<file path="src/rtl/chaining_pkg.sv">
// Shared types and constants for the chaining write-hazard record table.
package chaining_pkg;

  localparam int VREG_W     = 5;
  localparam int MASK_W     = 16;
  localparam int INST_IDX_W = 3;
  localparam int GROUP_W    = $clog2(MASK_W);

  // One in-flight instruction as seen by the write checkers.
  typedef struct packed {
    logic                  vd_valid;
    logic [VREG_W-1:0]     vd_bits;
    logic                  vs1_valid;
    logic [VREG_W-1:0]     vs1_bits;
    logic [VREG_W-1:0]     vs2;
    logic [INST_IDX_W-1:0] instIndex;
    logic                  gather;
    logic                  gather16;
    logic                  onlyRead;
    logic [MASK_W-1:0]     elementMask;
  } record_t;

  // One-hot mask bit for a finished element group.
  function automatic logic [MASK_W-1:0] group_onehot(input logic [GROUP_W-1:0] group);
    group_onehot = {{(MASK_W-1){1'b0}}, 1'b1} << group;
  endfunction

endpackage

</file>
<file path="src/rtl/chaining_record_slot.sv">
// One record slot: a record_t, its valid flag and a registered mask-full flag.
module chaining_record_slot
  import chaining_pkg::*;
(
  input  logic                  clock,
  input  logic                  reset_n,
  input  logic                  alloc_en,
  input  record_t               alloc_rec,
  input  logic                  progress_valid,
  input  logic [INST_IDX_W-1:0] progress_instIndex,
  input  logic [GROUP_W-1:0]    progress_group,
  input  logic                  done_valid,
  input  logic [INST_IDX_W-1:0] done_instIndex,
  output logic                  valid,
  output logic                  valid_next,
  output record_t               rec,
  output logic                  mask_full
);

  logic    valid_r;
  logic    mask_full_r;
  record_t rec_r;
  logic    valid_next_s;
  record_t rec_next_s;
  logic    done_hit_s;
  logic    prog_hit_s;

  assign done_hit_s = valid_r & done_valid     & (rec_r.instIndex == done_instIndex);
  assign prog_hit_s = valid_r & progress_valid & (rec_r.instIndex == progress_instIndex);

  // Next slot state: alloc only targets a free slot, done beats progress on a live slot.
  always_comb begin
    valid_next_s = valid_r;
    rec_next_s   = rec_r;
    if (alloc_en) begin
      rec_next_s             = alloc_rec;
      rec_next_s.elementMask = {MASK_W{1'b0}};
      valid_next_s           = 1'b1;
    end else if (done_hit_s) begin
      valid_next_s = 1'b0;
    end else if (prog_hit_s) begin
      rec_next_s.elementMask = rec_r.elementMask | group_onehot(progress_group);
    end else begin
      valid_next_s = valid_r;
    end
  end

  // Slot registers; fields are held after retirement and zeroed only by reset.
  always_ff @(posedge clock or negedge reset_n) begin
    if (!reset_n) begin
      valid_r     <= 1'b0;
      rec_r       <= '0;
      mask_full_r <= 1'b0;
    end else begin
      valid_r     <= valid_next_s;
      rec_r       <= rec_next_s;
      mask_full_r <= &rec_next_s.elementMask;
    end
  end

  assign valid      = valid_r;
  assign valid_next = valid_next_s;
  assign rec        = rec_r;
  assign mask_full  = mask_full_r;

endmodule

</file>
<file path="src/rtl/chaining_record_table_checker.sv">
// Protocol checks for the record table.
module chaining_record_table_checker (
  input logic clock,
  input logic reset_n,
  input logic alloc_fire,
  input logic dup_hit,
  input logic done_same
);

  // An allocated index must not already be live unless its holder retires in the same cycle.
  dup_alloc_a: assert property (@(posedge clock) disable iff (!reset_n)
    !(alloc_fire && dup_hit && !done_same));

endmodule

</file>
<file path="src/rtl/chaining_record_table.sv">
// Record bank driving the chaining write checkers: allocation, progress and retirement.
module chaining_record_table
  import chaining_pkg::*;
#(
  parameter int NUM_RECORDS = 4
) (
  input  logic                          clock,
  input  logic                          reset_n,
  input  logic                          alloc_valid,
  output logic                          alloc_ready,
  input  logic                          alloc_vd_valid,
  input  logic [VREG_W-1:0]             alloc_vd_bits,
  input  logic                          alloc_vs1_valid,
  input  logic [VREG_W-1:0]             alloc_vs1_bits,
  input  logic [VREG_W-1:0]             alloc_vs2,
  input  logic [INST_IDX_W-1:0]         alloc_instIndex,
  input  logic                          alloc_gather,
  input  logic                          alloc_gather16,
  input  logic                          alloc_onlyRead,
  input  logic                          progress_valid,
  input  logic [INST_IDX_W-1:0]         progress_instIndex,
  input  logic [GROUP_W-1:0]            progress_group,
  input  logic                          done_valid,
  input  logic [INST_IDX_W-1:0]         done_instIndex,
  output logic [NUM_RECORDS-1:0]        record_valid,
  output record_t [NUM_RECORDS-1:0]     record_bits,
  output logic [NUM_RECORDS-1:0]        record_maskFull,
  output logic [$clog2(NUM_RECORDS):0]  occupancy
);

  localparam int CNT_W = $clog2(NUM_RECORDS) + 1;

  logic                   ready_r;
  logic [CNT_W-1:0]       occupancy_r;
  logic                   alloc_fire_s;
  logic [NUM_RECORDS-1:0] free_oh_s;
  logic [NUM_RECORDS-1:0] alloc_en_s;
  logic [NUM_RECORDS-1:0] valid_next_s;
  logic [NUM_RECORDS-1:0] idx_hit_s;
  logic [CNT_W-1:0]       occ_next_s;
  logic                   done_same_s;
  record_t                alloc_rec_s;

  assign alloc_fire_s = alloc_valid & ready_r;

  // Lowest clear bit of the valid vector, as a one-hot.
  assign free_oh_s  = ~record_valid & (record_valid + NUM_RECORDS'(1));
  assign alloc_en_s = alloc_fire_s ? free_oh_s : {NUM_RECORDS{1'b0}};

  // Incoming record; the slot clears the mask on load.
  always_comb begin
    alloc_rec_s             = '0;
    alloc_rec_s.vd_valid    = alloc_vd_valid;
    alloc_rec_s.vd_bits     = alloc_vd_bits;
    alloc_rec_s.vs1_valid   = alloc_vs1_valid;
    alloc_rec_s.vs1_bits    = alloc_vs1_bits;
    alloc_rec_s.vs2         = alloc_vs2;
    alloc_rec_s.instIndex   = alloc_instIndex;
    alloc_rec_s.gather      = alloc_gather;
    alloc_rec_s.gather16    = alloc_gather16;
    alloc_rec_s.onlyRead    = alloc_onlyRead;
    alloc_rec_s.elementMask = {MASK_W{1'b0}};
  end

  for (genvar g = 0; g < NUM_RECORDS; g++) begin : g_slot
    chaining_record_slot u_slot (
      .clock              (clock),
      .reset_n            (reset_n),
      .alloc_en           (alloc_en_s[g]),
      .alloc_rec          (alloc_rec_s),
      .progress_valid     (progress_valid),
      .progress_instIndex (progress_instIndex),
      .progress_group     (progress_group),
      .done_valid         (done_valid),
      .done_instIndex     (done_instIndex),
      .valid              (record_valid[g]),
      .valid_next         (valid_next_s[g]),
      .rec                (record_bits[g]),
      .mask_full          (record_maskFull[g])
    );
    assign idx_hit_s[g] = record_valid[g] & (record_bits[g].instIndex == alloc_instIndex);
  end

  // Popcount of next-cycle valid flags so occupancy can be registered in step with the slots.
  always_comb begin
    occ_next_s = {CNT_W{1'b0}};
    for (int i = 0; i < NUM_RECORDS; i++) begin
      occ_next_s = occ_next_s + CNT_W'(valid_next_s[i]);
    end
  end

  // Registered handshake and occupancy; a slot freed this cycle is offered from the next one.
  always_ff @(posedge clock or negedge reset_n) begin
    if (!reset_n) begin
      ready_r     <= 1'b1;
      occupancy_r <= {CNT_W{1'b0}};
    end else begin
      ready_r     <= ~&valid_next_s;
      occupancy_r <= occ_next_s;
    end
  end

  assign alloc_ready = ready_r;
  assign occupancy   = occupancy_r;
  assign done_same_s = done_valid & (done_instIndex == alloc_instIndex);

  chaining_record_table_checker u_checker (
    .clock      (clock),
    .reset_n    (reset_n),
    .alloc_fire (alloc_fire_s),
    .dup_hit    (|idx_hit_s),
    .done_same  (done_same_s)
  );

endmodule

</file>
<file path="config.mk">
export PLATFORM = sky130hd
export DESIGN_NAME = chaining_record_table
export DESIGN_NICKNAME = d
export VERILOG_FILES = /design/src/rtl/chaining_pkg.sv /design/src/rtl/chaining_record_slot.sv /design/src/rtl/chaining_record_table_checker.sv /design/src/rtl/chaining_record_table.sv
export SDC_FILE = /design/constraint.sdc
export NUM_CORES = 1
export LEC_CHECK = 0
export BUFFER_PORTS_ARGS = -buffer_cell sky130_fd_sc_hd__buf_2
export CORE_MARGIN = 2
export CORE_UTILIZATION = 48
export CTS_BUF_LIST = sky130_fd_sc_hd__clkbuf_4
export CTS_CLUSTER_DIAMETER = 50
export DETAILED_ROUTE_END_ITERATION = 16
export PLACE_DENSITY = 0.76
export RECOVER_POWER = 50
export REMOVE_ABC_BUFFERS = 1
export SLEW_MARGIN = 20
export SYNTH_ARGS = -nofsm -noshare
export SYNTH_HDL_FRONTEND = slang
export SYNTH_SLANG_ARGS = --single-unit
</file>
<file path="constraint.sdc">
create_clock -name clock -period 2.4 [get_ports clock]
set_input_delay 0.48 -clock clock [delete_from_list [all_inputs] [get_ports clock]]
set_output_delay 0.48 -clock clock [all_outputs]
set_load 0.03 [all_outputs]
</file>
==> results.ini, run 1 <==
[status]
outcome = completed

[place]
dpl-instance-area_mm2 = 0.00823
post-dp-hpwl_um = 13500
dp_cells = 915
io_port_bufs = 205
gpl.final_weighted_congestion = 0.889
pre_cts_ws_ns = 0.0730

[global_routing]
groute.usage.overall = 0.253
vias_in_the_first_global_route = 5343
grt_pass1_wl_um = 28700
largest_net_degree_at_the_start_of_global_routing = 55
antenna_found_initial = 0
grt_overflow = 0

[synthesis]
synth.top_cell.area_share = 0.609
cells_after_synthesis = 532
syn_area_per_cell_um2 = 12.9
synth_area_mm2 = 0.00686
main_synth_ff_type = sky130_fd_sc_hd__dfrtp_1
synth_sequential_area_ratio = 0.613
ys.warnings.count = 0
synth-edff-count = 0
synthMostInstantiatedCell = sky130_fd_sc_hd__dfrtp_1
ys_seq_elements = 168
ys_async_sr_fraction = 1.00
synthTopCellsByCount = sky130_fd_sc_hd__dfrtp_1 (167), sky130_fd_sc_hd__nor2_1 (76), sky130_fd_sc_hd__mux2_1 (57)
netlist.top_cell.by_area = sky130_fd_sc_hd__dfrtp_1
ys_types = 30
netlist_top_cells_area = sky130_fd_sc_hd__dfrtp_1 (61%), sky130_fd_sc_hd__mux2_1 (9.4%), sky130_fd_sc_hd__mux2_2 (5.7%), sky130_fd_sc_hd__a31oi_1 (4.4%), sky130_fd_sc_hd__nor2_1 (4.2%)

[power]
cell_internal_pwr_mw = 6.43
share_clk_of_total_power = 0.148
ir_worst_vdd_v = 0.000923
cellLeakagePower_nw = 4.14
power.net_switching_mw = 5.44
design_power_total_mw = 11.9
switching_share = 0.458
pwr-share-comb = 0.466
p_per_area_mw_per_mm2 = 1410
seq_power_share = 0.385

[clocking]
post_cts.repair.setup_buffers = 0
tritoncts_clock_tree = done
numCtsBuffers = 17
worstSkewPairLatency_ns = 0.54
cts.root.buffer_cell = sky130_fd_sc_hd__clkbuf_4
htree_levels = 4
ctsResizeCount = 0
cts_max_path_buffers = 2
cts.sinks = 168
path_clk_slew_ns = 0.13

[route]
antenna_left = 0
vias = 5127
drt_first_iter_violations = 378
drt_pass1_iterations = 4
drc_errors_left = 0
wire_per_inst_um = 19.4
drt_wl_total_um = 18400
routed_via_density = 5.41

[critical_path]
crit_start = alloc_ready
cp_top_family = adder cells
startpoint_of_the_worst_register_to_register_path = alloc_ready
maximum_fanout_count_along_the_critical_path = 3
worstSetupEndpoint = occupancy[1]
count_of_buffer_and_inverter_cells_on_the_critical_path = 2
reg2reg_to = occupancy[1]
crit_path_top_delay_cell = sky130_fd_sc_hd__dfstp_2
ff2ff_setup_slack_ns = 0.15
worstPathCellList = nand4_1 > nor3_2 > or2_1 > inv_1 > fa_1 > inv_1 > ha_1 > ha_1
crit_type = flip-flop to flip-flop
cpPeakStageDelay_ns = 0.57
worst-endpoint-required_ns = 2.83
cp.depth = 8
worstPathArrival_ns = 2.68
ff2ff_path_depth = 8
startpoint_type = flip-flop
timing.critical_path.to_type = flip-flop

[sta]
worst-slew-pin-transition_ns = 1.11
max-slew-margin-rel = 0.261
report.final.setup_viol = 0
timing.final.crit_period_ns = 2.25
layout_setup_ws_ns = 0.151
clock_skew_ns = 0.0155
fin_tns_setup_ns = 0
timing_max_transition_violations_final = 0
timing.final.hold_violations = 0
period_share = 0.937
grt_setup_unrepaired = false
fmaxAchievable_ghz = 0.445
hold_slack_ns = 0.185

[floorplanning]
core_area_mm2 = 0.0139
rows = 43
start_util = 0.492
floorplan.die_area_mm2 = 0.0153
pin_count = 206
die_y_um = 124
chipWidth_um = 124

[layout]
non_filler_cells_final = 947
final_layout_size_suffix_gt1_frac = 0.355
final_util = 0.606
area.growth.synth_to_final_pct = 23.1
antennaDiodeCount = 0
design_area_mm2 = 0.00844
finalNetCount = 797

[worst_hold_path]
hold_class = input pin to flip-flop

[run]
cap_viol_max_count = 0

==> cell type report <==
class                           count  area [um^2]
Clock buffer                       17          128
Clock inverter                     14          181
Fill cell                        1173         5500
Inverter                            9         33.8
Multi-Input combinational cell    317         2390
Sequential cell                   168         4210
Tap cell                          180          225
Timing Repair Buffer              242         1280
==> power by group through the flow <==
| stage | combinational, mW | clock (mW) | sequential, mW |
|---|---|---|---|
| after floorplan | 1.65 | 0 | 6.54 |
| after global placement | 5.53 | 0 | 4.53 |
| after detailed placement | 5.67 | 0 | 4.61 |
| after CTS | 5.69 | 1.82 | 4.57 |
| after global routing | 5.89 | 1.95 | 4.70 |
| final | 5.53 | 1.76 | 4.58 |
==> per-layer routing <==
layer	vias up	wire (um)	global-route usage
met5	-	0	0
met4	0	230	0.0760
met3	21	1790	0.0941
met2	229	9090	0.411
met1	2542	7290	0.317
li1	2335	-	-
==> flip-flops by register name, indices dropped and copies added (netlist names) <==
name,count
g_slot.u_slot.rec,156
g_slot.u_slot.mask_full,4
g_slot.u_slot.valid,4
occupancy,3
alloc_ready,1
==> worst register-to-register path, stage by stage (launching register included) <==
cell                      delay [ns]
sky130_fd_sc_hd__dfstp_2        0.57
sky130_fd_sc_hd__nand4_1        0.18
sky130_fd_sc_hd__nor3_2         0.18
sky130_fd_sc_hd__or2_1          0.17
sky130_fd_sc_hd__inv_1          0.06
sky130_fd_sc_hd__fa_1           0.50
sky130_fd_sc_hd__inv_1          0.04
sky130_fd_sc_hd__ha_1           0.17
sky130_fd_sc_hd__ha_1           0.27
==> how the worst min path moves through the flow <==
stage / startpoint / depth (start not counted) / end / slack [ns]
floorplan: reset_n / 0 / g_slot[0].u_slot.mask_full / 0.18
global placement: reset_n / 1 / g_slot[1].u_slot.rec[38] / 0.43
detailed placement: reset_n / 1 / g_slot[3].u_slot.rec[38] / 0.44
CTS: alloc_vs2[3] / 2 / g_slot[3].u_slot.rec[25] / 0.12
global route: alloc_instIndex[1] / 2 / g_slot[3].u_slot.rec[20] / 0.12
finish: alloc_vs2[3] / 2 / g_slot[2].u_slot.rec[25] / 0.19
==> cell families (layout without fill, tap and decap cells) <==
logic type	Yosys count	count (layout)	share of synthesized area
DFF	168	168	0.613
and+or+nand+nor	129	129	0.0916
muxes	92	92	0.151
AOI/OAI and AO/OA	68	68	0.0650
buffers and inverters	47	282	0.0401
xor gates and xnor gates	24	24	0.0307
adders and majority gates	4	4	0.00839
==> layout by cell type, fill, tap and decap left out, types with 13 or more instances in the layout <==
master | Yosys | final
sky130_fd_sc_hd__buf_4 | 11 | 27
sky130_fd_sc_hd__mux2_1 | 57 | 57
sky130_fd_sc_hd__clkbuf_4 | 0 | 19
sky130_fd_sc_hd__a31oi_1 | 48 | 48
sky130_fd_sc_hd__mux2_2 | 35 | 35
sky130_fd_sc_hd__dfrtp_1 | 167 | 167
sky130_fd_sc_hd__nor2_1 | 76 | 74
sky130_fd_sc_hd__a21oi_1 | 16 | 16
sky130_fd_sc_hd__nor4_1 | 13 | 13
sky130_fd_sc_hd__clkbuf_1 | 13 | 44
sky130_fd_sc_hd__xnor2_1 | 24 | 24
sky130_fd_sc_hd__buf_2 | 4 | 161
==> what timing repair did <==
| action | in CTS | in global routing |
|---|---|---|
| endpoints found under the setup margin | 0 | 0 |
| endpoints found under the hold margin | 40 | 0 |
| hold buffers | 1 | 0 |
Note: power is estimated with default switching activity, not from simulation.
==> inputs of run 2 (changes only) <==
Settings changed: CORE_ASPECT_RATIO set to 1.5.
==> results.ini, run 2 (synthesis gave the netlist of run 1 again) <==
[status]
outcome = completed

[clocking]
ctsResizeCount = 0  ; unchanged
cts_max_path_buffers = 2  ; unchanged
path_clk_slew_ns = 0.15  ; +0.02 ns
htree_levels = 4  ; unchanged
post_cts.repair.setup_buffers = 0  ; unchanged
worstSkewPairLatency_ns = 0.54  ; about the same
cts.root.buffer_cell = sky130_fd_sc_hd__clkbuf_4
cts.sinks = 168  ; unchanged
tritoncts_clock_tree = done
numCtsBuffers = 17  ; unchanged

[global_routing]
groute.usage.overall = 0.247  ; -0.00659
largest_net_degree_at_the_start_of_global_routing = 65  ; +18%
gr-usage-met3 = 0.0515  ; -0.0426
grt_pass1_wl_um = 28500  ; -0.72%
grt_use_met1 = 0.288  ; -0.0288
antenna_found_initial = 1  ; +1
vias_in_the_first_global_route = 5385  ; +0.79%
globalRouteMet2Util = 0.430  ; +0.0189
grt_overflow = 0  ; unchanged
busiest_layer = met2

[route]
wire_per_inst_um = 19.2  ; -1.3%
drt_first_iter_violations = 266  ; -30%
antenna_left = 0  ; unchanged
drt_wl_total_um = 18300  ; -0.53%
routed_via_density = 5.47  ; +1.1%
drt_pass1_iterations = 5  ; +1
vias = 5220  ; +1.8%
drc_errors_left = 0  ; unchanged

[sta]
clock_skew_ns = 0.0212  ; +0.00577 ns
period_share = 0.941  ; +0.00362
fmaxAchievable_ghz = 0.443  ; -0.39%
max-slew-margin-rel = 0.260  ; -0.000688
grt_setup_unrepaired = false
timing_max_transition_violations_final = 0  ; unchanged
report.final.setup_viol = 0  ; unchanged
timing.final.crit_period_ns = 2.26  ; +0.00870 ns
timing.final.hold_violations = 0  ; unchanged
worst-slew-pin-transition_ns = 1.11  ; +0.00103 ns

[critical_path]
worst-endpoint-required_ns = 2.81  ; -0.02 ns
maximum_fanout_count_along_the_critical_path = 3  ; unchanged
timing.critical_path.to_type = flip-flop
startpoint_type = flip-flop
crit_path_top_delay_cell = sky130_fd_sc_hd__dfstp_2
crit_type = flip-flop to flip-flop
cpPeakStageDelay_ns = 0.56  ; about the same
worstPathArrival_ns = 2.67  ; about the same
worstPathCellList = nand4_1 > nor3_2 > or2_1 > inv_1 > fa_1 > inv_1 > ha_1 > ha_1

[floorplanning]
floorplan.die_area_mm2 = 0.0153  ; +0.13%
start_util = 0.490  ; -0.00202
core_area_mm2 = 0.0140  ; +0.41%
rows = 53  ; +23%
die_y_um = 150  ; +22%
pin_count = 206  ; unchanged
chipWidth_um = 102  ; -18%

[place]
dpl-instance-area_mm2 = 0.00821  ; -0.30%
io_port_bufs = 205  ; unchanged
gpl.final_weighted_congestion = 0.904  ; +1.8%
post-dp-hpwl_um = 13500  ; about the same

[layout]
largest_reg_flops = 156  ; unchanged
design_area_mm2 = 0.00835  ; -1.0%
final_util = 0.597  ; -0.00875
mostFrequentLayoutCell = sky130_fd_sc_hd__dfrtp_1
final_layout_size_suffix_gt1_frac = 0.342  ; -0.0130
top_library_cells_by_usage_in_the_layout_fill_and_taps_aside = sky130_fd_sc_hd__dfrtp_1 (167), sky130_fd_sc_hd__buf_2 (154), sky130_fd_sc_hd__nor2_1 (74), sky130_fd_sc_hd__mux2_1 (57), sky130_fd_sc_hd__clkbuf_1 (50)
area.growth.synth_to_final_pct = 21.8
finalNetCount = 790  ; -0.88%

[power]
cellLeakagePower_nw = 4.04  ; -2.2%
cell_internal_pwr_mw = 6.02  ; -6.3%
pwr-share-comb = 0.481  ; +0.015
ir_worst_vdd_v = 0.000899  ; -2.6%
p_per_area_mw_per_mm2 = 1380  ; -2.2%
seq_power_share = 0.395  ; +0.010
share_clk_of_total_power = 0.124  ; -0.024
switching_share = 0.476  ; +0.0175
power.net_switching_mw = 5.46  ; +0.49%

[worst_hold_path]
hold_class = input pin to flip-flop

[run]
cap_viol_max_count = 0  ; unchanged

-- run 2: cell count changes in the layout (fill, tap and decap cells not counted), sizes merged --
cell / delta
clkinv: -3
bufinv: -4
buf: -10
diode: +1
clkbuf: +4
inv: +3
clkinvlp: +4
-- run 2: stage by stage --
step           setup WS, ns  hold WS, ns  power, mW  setup TNS (ns)  instances
6_report              0.143        0.187       11.5               0        954
5_1_grt             0.00970        0.141       12.1               0        954
4_1_cts               0.139        0.137       11.7               0        953
3_5_place_dp         0.0780        0.428       10.3               0        920
3_3_place_gp          0.113        0.412       10.1               0        920
2_1_floorplan         -2.33        0.184       8.19         -138.57        494
-- run 2: worst max-delay path: cells and delay by family (launching register included) --
| family | cells | cell delay (ns) |
|---|---|---|
| and+or+nand+nor | 3 | 0.53 |
| adders and majority gates | 3 | 0.95 |
| buffers and inverters | 2 | 0.11 |
| DFF | 1 | 0.56 |
-- run 2: area by class of cell --
class / count / area (um^2)
repair buffers: 235 / 1250
flip-flops and latches: 168 / 4210
inverters: 9 / 33.8
well taps: 192 / 240
clock buffers: 18 / 135
multi-input cells: 317 / 2390
diodes: 1 / 2.50
clock inverters: 14 / 98.8
fillers: 1228 / 5640
-- run 2: final timing paths --
kind	start	end	slack, ns	depth (start not counted)
worst max-delay path	alloc_ready	occupancy[1]	0.14	8
worst min-delay path	alloc_vd_valid	g_slot[3].u_slot.rec[38]	0.19	2
worst max register to register	alloc_ready	occupancy[1]	0.14	8
worst min register to register	g_slot[1].u_slot.rec[35]	g_slot[1].u_slot.rec[35]	0.50	1
max in group asynchronous	reset_n	g_slot[0].u_slot.rec[31]	0.36	3
min in group asynchronous	reset_n	g_slot[3].u_slot.rec[18]	0.66	2
-- run 2: power groups by stage --
stage | Sequential, mW | Clock [mW] | Combinational, mW
after detailed placement | 4.59 | 0 | 5.67
final | 4.54 | 1.43 | 5.52
after CTS | 4.53 | 1.47 | 5.69
after global placement | 4.54 | 0 | 5.52
after global routing | 4.67 | 1.59 | 5.86
after floorplan | 6.54 | 0 | 1.65
-- run 2: repair_timing --
action | in CTS | in global routing
setup endpoints to repair | 0 | 0
hold endpoints to repair | 40 | 0
hold buffers | 1 | 0
-- run 2: routing by layer --
metal | part of all wire | routed length (um)
met5 | 0 | 0
met4 | 0.038 | 692
met3 | 0.053 | 966
met1 | 0.37 | 6720
met2 | 0.54 | 9930
==> inputs of run 3 (changes only) <==
Settings changed: CORE_UTILIZATION 48 to 35, PLACE_DENSITY 0.76 to 0.57, SYNTH_HIERARCHICAL set to 1.
==> results.ini, run 3 <==
[layout]
flip_flop_and_latch_area_mm2 = 0.00421  ; +0.12%
final_layout_size_suffix_gt1_frac = 0.386  ; +0.0443
mostFrequentLayoutCell = sky130_fd_sc_hd__dfrtp_1
design_area_mm2 = 0.00965  ; +16%
largest_reg_flops = 156  ; unchanged
area.growth.synth_to_final_pct = 26.9
filler_cell_count = 2140  ; +74%
finalNetCount = 941  ; +19%
multiInputGateArea_mm2 = 0.00330  ; +38%
top_library_cells_by_usage_in_the_layout_fill_and_taps_aside = sky130_fd_sc_hd__dfrtp_1 (163), sky130_fd_sc_hd__buf_2 (131), sky130_fd_sc_hd__mux2_2 (100), sky130_fd_sc_hd__nor2_1 (81), sky130_fd_sc_hd__clkbuf_1 (76)

[critical_path]
worstPathCellList = xor2_2 > or4_4 > nor3b_4 > a32oi_1 > or4_1 > nor4_2
crit_type = flip-flop to flip-flop
crit_path_top_delay_cell = sky130_fd_sc_hd__or4_4
cp_top_family = simple AND/OR/NAND/NOR gates
worst-endpoint-required_ns = 2.89  ; +0.08 ns
worstPathArrival_ns = 2.78  ; +0.11 ns
count_of_buffer_and_inverter_cells_on_the_critical_path = 0  ; -2
cpPeakStageDelay_ns = 0.53  ; -0.03 ns
timing.critical_path.to_type = flip-flop
startpoint_type = flip-flop
maximum_fanout_count_along_the_critical_path = 4  ; +1

[synthesis]
ys.warnings.count = 6  ; +6
cells_after_synthesis = 640  ; +20%
syn_area_per_cell_um2 = 11.9  ; -7.9%
synth_area_mm2 = 0.00760  ; +11%

[worst_hold_path]
hold_class = input pin to flip-flop

[sta]
worst-slew-pin-transition_ns = 1.20  ; +0.0909 ns
timing_max_transition_violations_final = 0  ; unchanged
timing.final.hold_violations = 0  ; unchanged
fin_tns_setup_ns = 0  ; unchanged
fmaxAchievable_ghz = 0.436  ; -1.5%
grt_setup_unrepaired = true
hold_slack_ns = 0.162  ; -0.0245 ns
period_share = 0.955  ; +0.0144
report.final.setup_viol = 0  ; unchanged
timing.final.crit_period_ns = 2.29  ; +0.0345 ns
max-slew-margin-rel = 0.200  ; -0.0606
clock_skew_ns = 0.0186  ; -0.00260 ns

[status]
outcome = completed

[place]
io_port_bufs = 205  ; unchanged
dpl-instance-area_mm2 = 0.00936  ; +14%
post-dp-hpwl_um = 15500  ; +15%
gpl.final_weighted_congestion = 0.863  ; -4.5%

[clocking]
cts.sinks = 168  ; unchanged
cts.root.buffer_cell = sky130_fd_sc_hd__clkbuf_4
tritoncts_clock_tree = done
worstSkewPairLatency_ns = 0.58  ; +0.04 ns
numCtsBuffers = 17  ; unchanged
htree_levels = 4  ; unchanged
path_clk_slew_ns = 0.14  ; about the same
cts_max_path_buffers = 2  ; unchanged

[power]
ir_worst_vdd_v = 0.000761  ; -15%
cellLeakagePower_nw = 4.47  ; +10%
design_power_total_mw = 11.9  ; +3.7%
p_per_area_mw_per_mm2 = 1230  ; -10%

[floorplanning]
pin_count = 206  ; unchanged
chipWidth_um = 124  ; +22%
die_y_um = 185  ; +23%
start_util = 0.354  ; -0.136
rows = 66  ; +25%
core_area_mm2 = 0.0215  ; +53%
floorplan.die_area_mm2 = 0.0229  ; +50%

[route]
drt_pass1_iterations = 4  ; -1
antenna_left = 0  ; unchanged
wire_per_inst_um = 18.2  ; -5.2%
drt_wl_total_um = 21600  ; +18%
drc_errors_left = 0  ; unchanged
vias = 6119  ; +17%
drt_first_iter_violations = 260  ; -2.3%
routed_via_density = 5.16  ; -5.6%

[global_routing]
grt_pass1_wl_um = 34200  ; +20%
largest_net_degree_at_the_start_of_global_routing = 89  ; +37%
antenna_found_initial = 3  ; +2
groute.usage.overall = 0.191  ; -0.0559
vias_in_the_first_global_route = 6277  ; +17%
grt_overflow = 0  ; unchanged

[run]
cap_viol_max_count = 0  ; unchanged

[run 3: area by class of cell]
class,instances,share of cell area
diodes,1,0.000259
clock buffers,19,0.0148
clock inverters,13,0.0185
inverters,5,0.00195
multi-input cells,435,0.342
flip-flops and latches,168,0.436
well taps,272,0.0353
repair buffers,272,0.151
[run 3: final timing paths]
kind,startpoint,endpoint,slack [ns],cells after the start
setup / recovery,g_slot[1].u_slot/rec[20],g_slot[1].u_slot/mask_full,0.11,6
hold / removal,alloc_gather,g_slot[3].u_slot/rec[18],0.16,2
setup reg to reg,g_slot[1].u_slot/rec[20],g_slot[1].u_slot/mask_full,0.11,6
hold reg to reg,g_slot[1].u_slot/rec[29],g_slot[1].u_slot/rec[29],0.52,1
max in group asynchronous,reset_n,g_slot[1].u_slot/rec[35],0.53,3
min in group asynchronous,reset_n,g_slot[3].u_slot/rec[2],0.31,2
[run 3: report_power, final]
part,internal [mW],leakage (nW),switching (mW)
registers,3.84,2.13,0.711
clock network,0.843,0.168,0.999
logic,1.89,2.17,3.63
total,6.57,4.47,5.34
[run 3: layer usage]
| metal | vias to the layer above | share of wire | GRT usage |
|---|---|---|---|
| met5 | - | 0.0011 | 0 |
| met4 | 4 | 0.027 | 0.0697 |
| met3 | 37 | 0.067 | 0.0569 |
| met2 | 202 | 0.51 | 0.332 |
| met1 | 3036 | 0.39 | 0.223 |
| li1 | 2840 | - | - |
[run 3: what timing repair did]
action | 4_1_cts | 5_1_grt
hold endpoints to repair | 167 | 0
resized for setup | 0 | 9
pin swaps | 1 | 7
endpoints found under the setup margin | 1 | 4
buffers inserted | 0 | 7
hold buffers | 1 | 0
[run 3: per-stage QoR]
step,std cells,worst slack (ns),utilization
final,1185,0.108,0.449
after global routing,1185,-0.0176,0.449
after CTS,1177,0.000419,0.452
after detailed placement,1144,-0.188,0.436
after global placement,1144,-0.145,0.436
after floorplan,608,-2.31,-
